<file path="src/rtl/pwm_pkg.sv">
// ---------------------------------------------------------------------------
// pwm_pkg
// Shared constants and types for the multi-channel PWM generator.
//   MODE_EDGE / MODE_CENTER : values of the mode input and of the latched
//                             active mode
//   dir_t                   : counting direction used in center-aligned mode
// ---------------------------------------------------------------------------
package pwm_pkg;

   localparam logic MODE_EDGE   = 1'b0;
   localparam logic MODE_CENTER = 1'b1;

   typedef enum logic {
      DIR_UP   = 1'b0,
      DIR_DOWN = 1'b1
   } dir_t;

endpackage : pwm_pkg

</file>
<file path="src/rtl/pwm_cmp_ch.sv">
// ---------------------------------------------------------------------------
// pwm_cmp_ch
// One compare channel. It holds the active compare value behind a shadow
// register and registers the polarity-adjusted compare result.
// Ports:
//   clk          system clock
//   reset_n      asynchronous active-low reset
//   pwm_gen_en   run enable; while low the shadow follows ccr_in and the
//                output sits at its inactive level (pol)
//   shadow_load  one-cycle strobe: copy ccr_in into the active compare value
//                (asserted only on an update event that applies a load)
//   cnt          shared period counter value of the current cycle
//   ccr_in       requested compare value for this channel
//   pol          output polarity; 1 inverts the output
//   pwm_out      registered PWM output
// ---------------------------------------------------------------------------
module pwm_cmp_ch #(
   parameter int CNT_W = 32
) (
   input  logic             clk,
   input  logic             reset_n,
   input  logic             pwm_gen_en,
   input  logic             shadow_load,
   input  logic [CNT_W-1:0] cnt,
   input  logic [CNT_W-1:0] ccr_in,
   input  logic             pol,
   output logic             pwm_out
);

   logic [CNT_W-1:0] ccr_act;

   // The compare uses the ccr_act value that was active during this cycle,
   // so a freshly loaded value only affects the cycle after the update event.
   always_ff @(posedge clk or negedge reset_n) begin
      if (!reset_n) begin
         ccr_act <= '0;
         pwm_out <= 1'b0;
      end else if (!pwm_gen_en) begin
         ccr_act <= ccr_in;
         pwm_out <= pol;
      end else begin
         if (shadow_load) begin
            ccr_act <= ccr_in;
         end
         // ccr=0 never matches (cnt>=1 in normal operation) -> inactive;
         // ccr>=arr always matches -> active.
         pwm_out <= pol ^ (cnt <= ccr_act);
      end
   end

endmodule : pwm_cmp_ch

</file>
<file path="src/rtl/pwm_gen_mc.sv">
// ---------------------------------------------------------------------------
// pwm_gen_mc
// Multi-channel PWM generator. A single period counter is shared by CH_NUM
// compare channels. Edge-aligned mode counts down from the period value to
// 1; center-aligned mode counts up to the period value and back down to 1.
// Period and compare values are shadowed and only change on an update
// event (period boundary), so outputs never glitch.
// Ports:
//   clk          system clock
//   reset_n      asynchronous active-low reset
//   pwm_gen_en   run enable; low = stopped, outputs at inactive level
//   mode         0 = edge-aligned, 1 = center-aligned (taken while stopped)
//   load         one-cycle request to transfer counter_arr/counter_ccr into
//                the active registers at the next update event
//   counter_arr  requested period (reload) value
//   counter_ccr  requested compare values, channel i at [i*CNT_W +: CNT_W]
//   pol          per-channel output polarity; 1 inverts that output
//   pwm_out      registered PWM outputs
//   period_end   one-cycle pulse on each update event
// ---------------------------------------------------------------------------
module pwm_gen_mc
   import pwm_pkg::*;
#(
   parameter int CH_NUM = 4,
   parameter int CNT_W  = 32
) (
   input  logic                    clk,
   input  logic                    reset_n,
   input  logic                    pwm_gen_en,
   input  logic                    mode,
   input  logic                    load,
   input  logic [CNT_W-1:0]        counter_arr,
   input  logic [CH_NUM*CNT_W-1:0] counter_ccr,
   input  logic [CH_NUM-1:0]       pol,
   output logic [CH_NUM-1:0]       pwm_out,
   output logic                    period_end
);

   localparam logic [CNT_W-1:0] ONE = CNT_W'(1);
   localparam logic [CNT_W-1:0] TWO = CNT_W'(2);

   logic [CNT_W-1:0] cnt;
   logic [CNT_W-1:0] cnt_nxt;
   logic [CNT_W-1:0] arr_act;
   logic [CNT_W-1:0] arr_next;
   dir_t             dir;
   dir_t             dir_nxt;
   logic             mode_act;
   logic             upd_pending;
   logic             upd_evt;
   logic             apply_now;

   // Next-count / update-event decode for the running case. The disabled
   // case overrides everything in the register block below.
   // NOTE: every signal driven here gets a default first, so no path leaves
   // a value unassigned and no latch is inferred.
   always_comb begin
      upd_evt = 1'b0;
      cnt_nxt = cnt;
      dir_nxt = dir;

      if (mode_act == MODE_EDGE) begin
         if (cnt <= ONE) begin
            upd_evt = 1'b1;
         end else begin
            cnt_nxt = cnt - ONE;
         end
      end else if (arr_act <= ONE) begin
         // Degenerate center period: park at 1, boundary every cycle.
         upd_evt = 1'b1;
         cnt_nxt = ONE;
         dir_nxt = DIR_UP;
      end else if (dir == DIR_UP) begin
         if (cnt >= arr_act) begin
            dir_nxt = DIR_DOWN;
            cnt_nxt = cnt - ONE;
         end else begin
            cnt_nxt = cnt + ONE;
         end
      end else begin
         if (cnt <= ONE) begin
            // Bottom turn-around: 1 is shown once, restart the climb at 2.
            upd_evt = 1'b1;
            dir_nxt = DIR_UP;
            cnt_nxt = TWO;
         end else begin
            cnt_nxt = cnt - ONE;
         end
      end

      // A load arriving on the boundary cycle itself is honoured at once.
      apply_now = upd_evt & (upd_pending | load);
      arr_next  = apply_now ? counter_arr : arr_act;

      if ((mode_act == MODE_EDGE) && upd_evt) begin
         cnt_nxt = arr_next;
      end
   end

   // NOTE: sequential state is written with non-blocking assignments only,
   // so every register samples the pre-edge values of its inputs.
   always_ff @(posedge clk or negedge reset_n) begin
      if (!reset_n) begin
         cnt         <= ONE;
         dir         <= DIR_UP;
         mode_act    <= MODE_EDGE;
         arr_act     <= '0;
         upd_pending <= 1'b0;
         period_end  <= 1'b0;
      end else if (!pwm_gen_en) begin
         // Stopped: shadows track the inputs and any pending load is dropped.
         arr_act     <= counter_arr;
         mode_act    <= mode;
         upd_pending <= 1'b0;
         dir         <= DIR_UP;
         period_end  <= 1'b0;
         cnt         <= (mode == MODE_EDGE) ? counter_arr : ONE;
      end else begin
         cnt        <= cnt_nxt;
         dir        <= dir_nxt;
         period_end <= upd_evt;
         if (apply_now) begin
            arr_act     <= counter_arr;
            upd_pending <= 1'b0;
         end else if (load) begin
            upd_pending <= 1'b1;
         end
      end
   end

   for (genvar i = 0; i < CH_NUM; i++) begin : g_ch
      pwm_cmp_ch #(
         .CNT_W (CNT_W)
      ) u_ch (
         .clk         (clk),
         .reset_n     (reset_n),
         .pwm_gen_en  (pwm_gen_en),
         .shadow_load (apply_now),
         .cnt         (cnt),
         .ccr_in      (counter_ccr[i*CNT_W +: CNT_W]),
         .pol         (pol[i]),
         .pwm_out     (pwm_out[i])
      );
   end

endmodule : pwm_gen_mc

</file>
<file path="config.mk">
export PLATFORM = sky130hd
export DESIGN_NAME = pwm_gen_mc
export DESIGN_NICKNAME = d
export VERILOG_FILES = /design/src/rtl/pwm_pkg.sv /design/src/rtl/pwm_cmp_ch.sv /design/src/rtl/pwm_gen_mc.sv
export SDC_FILE = /design/constraint.sdc
export NUM_CORES = 1
export LEC_CHECK = 0
export ABC_AREA = 1
export BUFFER_PORTS_ARGS = -buffer_cell sky130_fd_sc_hd__buf_2
export CORE_UTILIZATION = 40
export DETAILED_ROUTE_END_ITERATION = 8
export GPL_ROUTABILITY_DRIVEN = 0
export SYNTH_ARGS = -nofsm -noshare
export SYNTH_HDL_FRONTEND = slang
export SYNTH_SLANG_ARGS = --single-unit
</file>
<file path="constraint.sdc">
create_clock -name clk -period 2.5 [get_ports clk]
set_input_delay 0.375 -clock clk [delete_from_list [all_inputs] [get_ports clk]]
set_output_delay 0.375 -clock clk [all_outputs]
set_load 0.02 [all_outputs]
</file>
==> flow_metrics.env <==
export IMPL_worstPathArrival_ns=2.85
export IMPL_fmax_mhz=406.7
export IMPL_yosys_warnings=0
export IMPL_cts_tree="yes"
export IMPL_cts_htree_levels=4
export IMPL_p_per_area_nw_per_um2=590.6
export IMPL_clockBufferDepth=2
export IMPL_leakage_nw=9.540
export IMPL_first_iter_violations=1081
export IMPL_syn_avg_cell_area_um2=7.290
export IMPL_finClkSkew_ns=0.01520
export IMPL_drc_errors=0
export IMPL_maxSlewViolCount=0
export IMPL_routed_wl_um=46700
export IMPL_antenna_cells=0
export IMPL_worst_slack_ns=0.04139
export IMPL_synth_most_common_cell="nand2_1"
export IMPL_place_ws_ns=-0.1339
export IMPL_worstSetupEndpointType="flip-flop"
export IMPL_synth_nets=2369
export IMPL_synth_xor_area_share_pct=2.831
export IMPL_cp_depth=17
export IMPL_crit_buf_inv=3
export IMPL_crit_path_top_delay_cell="dfrtp_2"
export IMPL_min_path_type="in -> reg"
export IMPL_syn_to_final_growth_pct=19.29
export IMPL_coreArea_um2=36610
export IMPL_synth_top_family_by_area="simple AND/OR/NAND/NOR gates"
export IMPL_grt_pass1_vias=13620
export IMPL_synthArstFlopShare_pct=100.0
export IMPL_portBuffers=173
export IMPL_power_clock_fraction_pct=26.8
export IMPL_crit_top_cell="nand2_1"
export IMPL_p_total_mw=10.46
export IMPL_synth_commonest_cells="nand2_1 (536), inv_1 (280), dfrtp_1 (199)"
export IMPL_root_buffer="clkbuf_16"
export IMPL_worst_path_dominant_cell_family="simple AND/OR/NAND/NOR gates"
export IMPL_status="complete, no violations"
export IMPL_dr_total_vias=14180
export IMPL_start_util_pct=40.56
export IMPL_p_sw_share_pct=39.02
export IMPL_seq_area_frac_synth_pct=33.71
export IMPL_p_switching_mw=4.082
export IMPL_cts_buffers=17
export IMPL_grt_max_degree=58
export IMPL_worstRegToRegCells=17
export IMPL_hold_depth=3
export IMPL_grt_usage_pct=24.48
export IMPL_synth_fa_ha_area_share_pct=13.73
export IMPL_synth_ff_type="dfrtp_1"
export IMPL_worstPathCellList="ha_1 > a21oi_2 > nor2_1 > nor2_1 > nand2_1 > nand2_1 > nand2_1 > nand2_2 > buf_6 > nand4_1 > buf_6 > buf_12 > nor2_1 > nor2_1 > nand2_1 > nand2_1 > nand2_1"
export IMPL_yosys_area_share_simple_pct=26.58
export IMPL_nNetsFinal=2587
export IMPL_dpl_hpwl_um=35020
export IMPL_grt_antenna_before_repair=0
export IMPL_grt_pass1_wl_um=72460
export IMPL_seqPwrFrac_pct=36.0
export IMPL_p_int_mw=6.379
export IMPL_combPwrFrac_pct=37.2
export IMPL_fp_dieW_um=194.7
export IMPL_start_kind="flip-flop"
export IMPL_die_area_um2=37900
export IMPL_synth_cell_area_um2=14850
export IMPL_tightest_slew_ns=0.8005
export IMPL_cpPeakStageDelay_ns=0.46
export IMPL_ys_seq_elements=200
export IMPL_clk_latency_ns=0.46
export IMPL_ir_worst_vdd_uv=512.9
export IMPL_io_pin_count=174
export IMPL_yosys_mux_area_fraction_pct=0.3033
export IMPL_clk_pin_slew_ns=0.08
export IMPL_rsz0062_at_grt="yes"
export IMPL_cp_required_ns=2.89
export IMPL_crit_fanout=8
export IMPL_ant_nets=0
export IMPL_vias_per_cell=5.181
export IMPL_fillCellCount=3604
export IMPL_fin_crit_sh_pct=98.34
export IMPL_synth_compound_area_share_pct=11.98
export IMPL_maxSlewHeadroom_pct=46.57
export IMPL_yosysTopAreaCellShare_pct=33.54
export IMPL_tns_ns=0
export IMPL_crit_type="reg -> reg"
export IMPL_max_cap_viol_count=0
export IMPL_grt_overflow=0
export IMPL_synth_cell_types=37
export IMPL_netlist_instances=2037
export IMPL_num_rows=70
export IMPL_die_h_um=194.7
export IMPL_synth_area_leaders="dfrtp_1 (34%), ha_1 (14%), nand2_1 (14%)"
export IMPL_drtPass1Iterations=6
export IMPL_synth_top_area_cell="dfrtp_1"
export IMPL_drive_gt1_share_pct=17.55
export IMPL_synth_enable_flop_cells=0
export IMPL_period_needed_ns=2.459
export IMPL_final_hold_violation_count=0
export IMPL_post_drt_wl_per_cell_um=17.07
export IMPL_setup_viol=0
export IMPL_clock_sinks=200
==> timing repair <==
action,CTS,global route
buffers inserted,0,17
gates cloned,0,4
setup endpoints to repair,21,88
pin swaps,0,22
hold endpoints to repair,51,0
resized for setup,5,65
hold buffers,1,0
==> registers in the layout, indices dropped and copies added (netlist names) <==
| register | flops |
|---|---|
| arr_act | 32 |
| cnt | 32 |
| dir | 1 |
| g_ch.u_ch.ccr_act | 128 |
| g_ch.u_ch.pwm_out | 4 |
| mode_act | 1 |
| period_end | 1 |
| upd_pending | 1 |
==> worst reg2reg max path, stage by stage, from the launching register on <==
cell and delay (ns):
dfrtp_2 0.46, ha_1 0.35, a21oi_2 0.18, nor2_1 0.08
nor2_1 0.10, nand2_1 0.07, nand2_1 0.05, nand2_1 0.08
nand2_2 0.09, buf_6 0.09, nand4_1 0.08, buf_6 0.17
buf_12 0.14, nor2_1 0.09, nor2_1 0.05, nand2_1 0.17
nand2_1 0.07, nand2_1 0.06
==> cells in the final DEF, fill, tap and decap left out, drive strengths merged, types with 5 or more instances in the layout <==
| cell | Yosys | final |
|---|---|---|
| inv | 283 | 289 |
| nor3 | 26 | 26 |
| nand4 | 42 | 42 |
| a21o | 30 | 30 |
| nor2 | 145 | 145 |
| nor4 | 6 | 6 |
| nand3b | 8 | 8 |
| dfrtp | 199 | 199 |
| ha | 163 | 163 |
| nand2 | 544 | 545 |
| nand3 | 148 | 148 |
| o21ai | 163 | 163 |
| a21oi | 116 | 116 |
| clkinv | 1 | 8 |
| clkbuf | 22 | 21 |
| buf | 65 | 280 |
| xor2 | 43 | 43 |
| xnor2 | 5 | 5 |
| o21a | 8 | 8 |
| o21bai | 6 | 6 |
==> path summary, 6_finish.rpt <==
kind	start	to	slack (ns)
min	pol[2]	g_ch[2].u_ch.pwm_out	0.12
max in group asynchronous	reset_n	cnt[0]	1.30
max	cnt[5]	cnt[7]	0.04
min reg2reg	g_ch[3].u_ch.ccr_act[0]	g_ch[3].u_ch.ccr_act[0]	0.48
max reg2reg	cnt[5]	cnt[7]	0.04
min in group asynchronous	reset_n	g_ch[0].u_ch.ccr_act[19]	0.47
==> power groups by stage <==
stage / combinational, mW / clock (mW) / sequential, mW
detailed placement: 3.65 / 0 / 3.83
global placement: 3.56 / 0 / 3.83
floorplan: 2.33 / 0 / 3.83
finish: 3.89 / 2.81 / 3.76
CTS: 3.70 / 2.87 / 3.77
global route: 4.39 / 2.99 / 3.80
==> cell type report <==
| type | instances | area (µm²) | share of cell area (%) |
|---|---|---|---|
| Clock buffer | 17 | 425.4 | 2.402 |
| Tap cell | 468 | 585.6 | 3.306 |
| Multi-Input combinational cell | 1467 | 8437 | 47.63 |
| Sequential cell | 200 | 5014 | 28.30 |
| Timing Repair Buffer | 285 | 2022 | 11.41 |
| Clock inverter | 15 | 163.9 | 0.9253 |
| Inverter | 284 | 1066 | 6.018 |
==> routing by layer <==
layer	global-route usage [%]	vias to the layer above	share of wire, %
met5	0	-	0
met4	7.701	0	2.4
met3	3.991	61	6.5
li1	-	7029	-
met2	36.76	452	43
met1	35.68	6634	48
==> per-stage QoR <==
stage | hold WS, ns | cell area [µm²] | utilization, % | instances
floorplan | 0.07941 | 14850 | - | 2037
global placement | 0.3928 | 16630 | 45.43 | 2682
detailed placement | 0.4055 | 16630 | 45.43 | 2682
CTS | 0.1022 | 17240 | 47.10 | 2715
global route | 0.1120 | 17710 | 48.38 | 2736
finish | 0.1203 | 17710 | 48.38 | 2736
==> cell families (layout without fill, tap and decap cells) <==
group	after synthesis	after routing
compound gates	329	329
xor+xnor	48	48
fa+ha+maj	163	163
buf+inv	371	601
flops	200	200
mux	4	4
simple gates	922	923
Note: power is estimated with default switching activity, not from simulation.
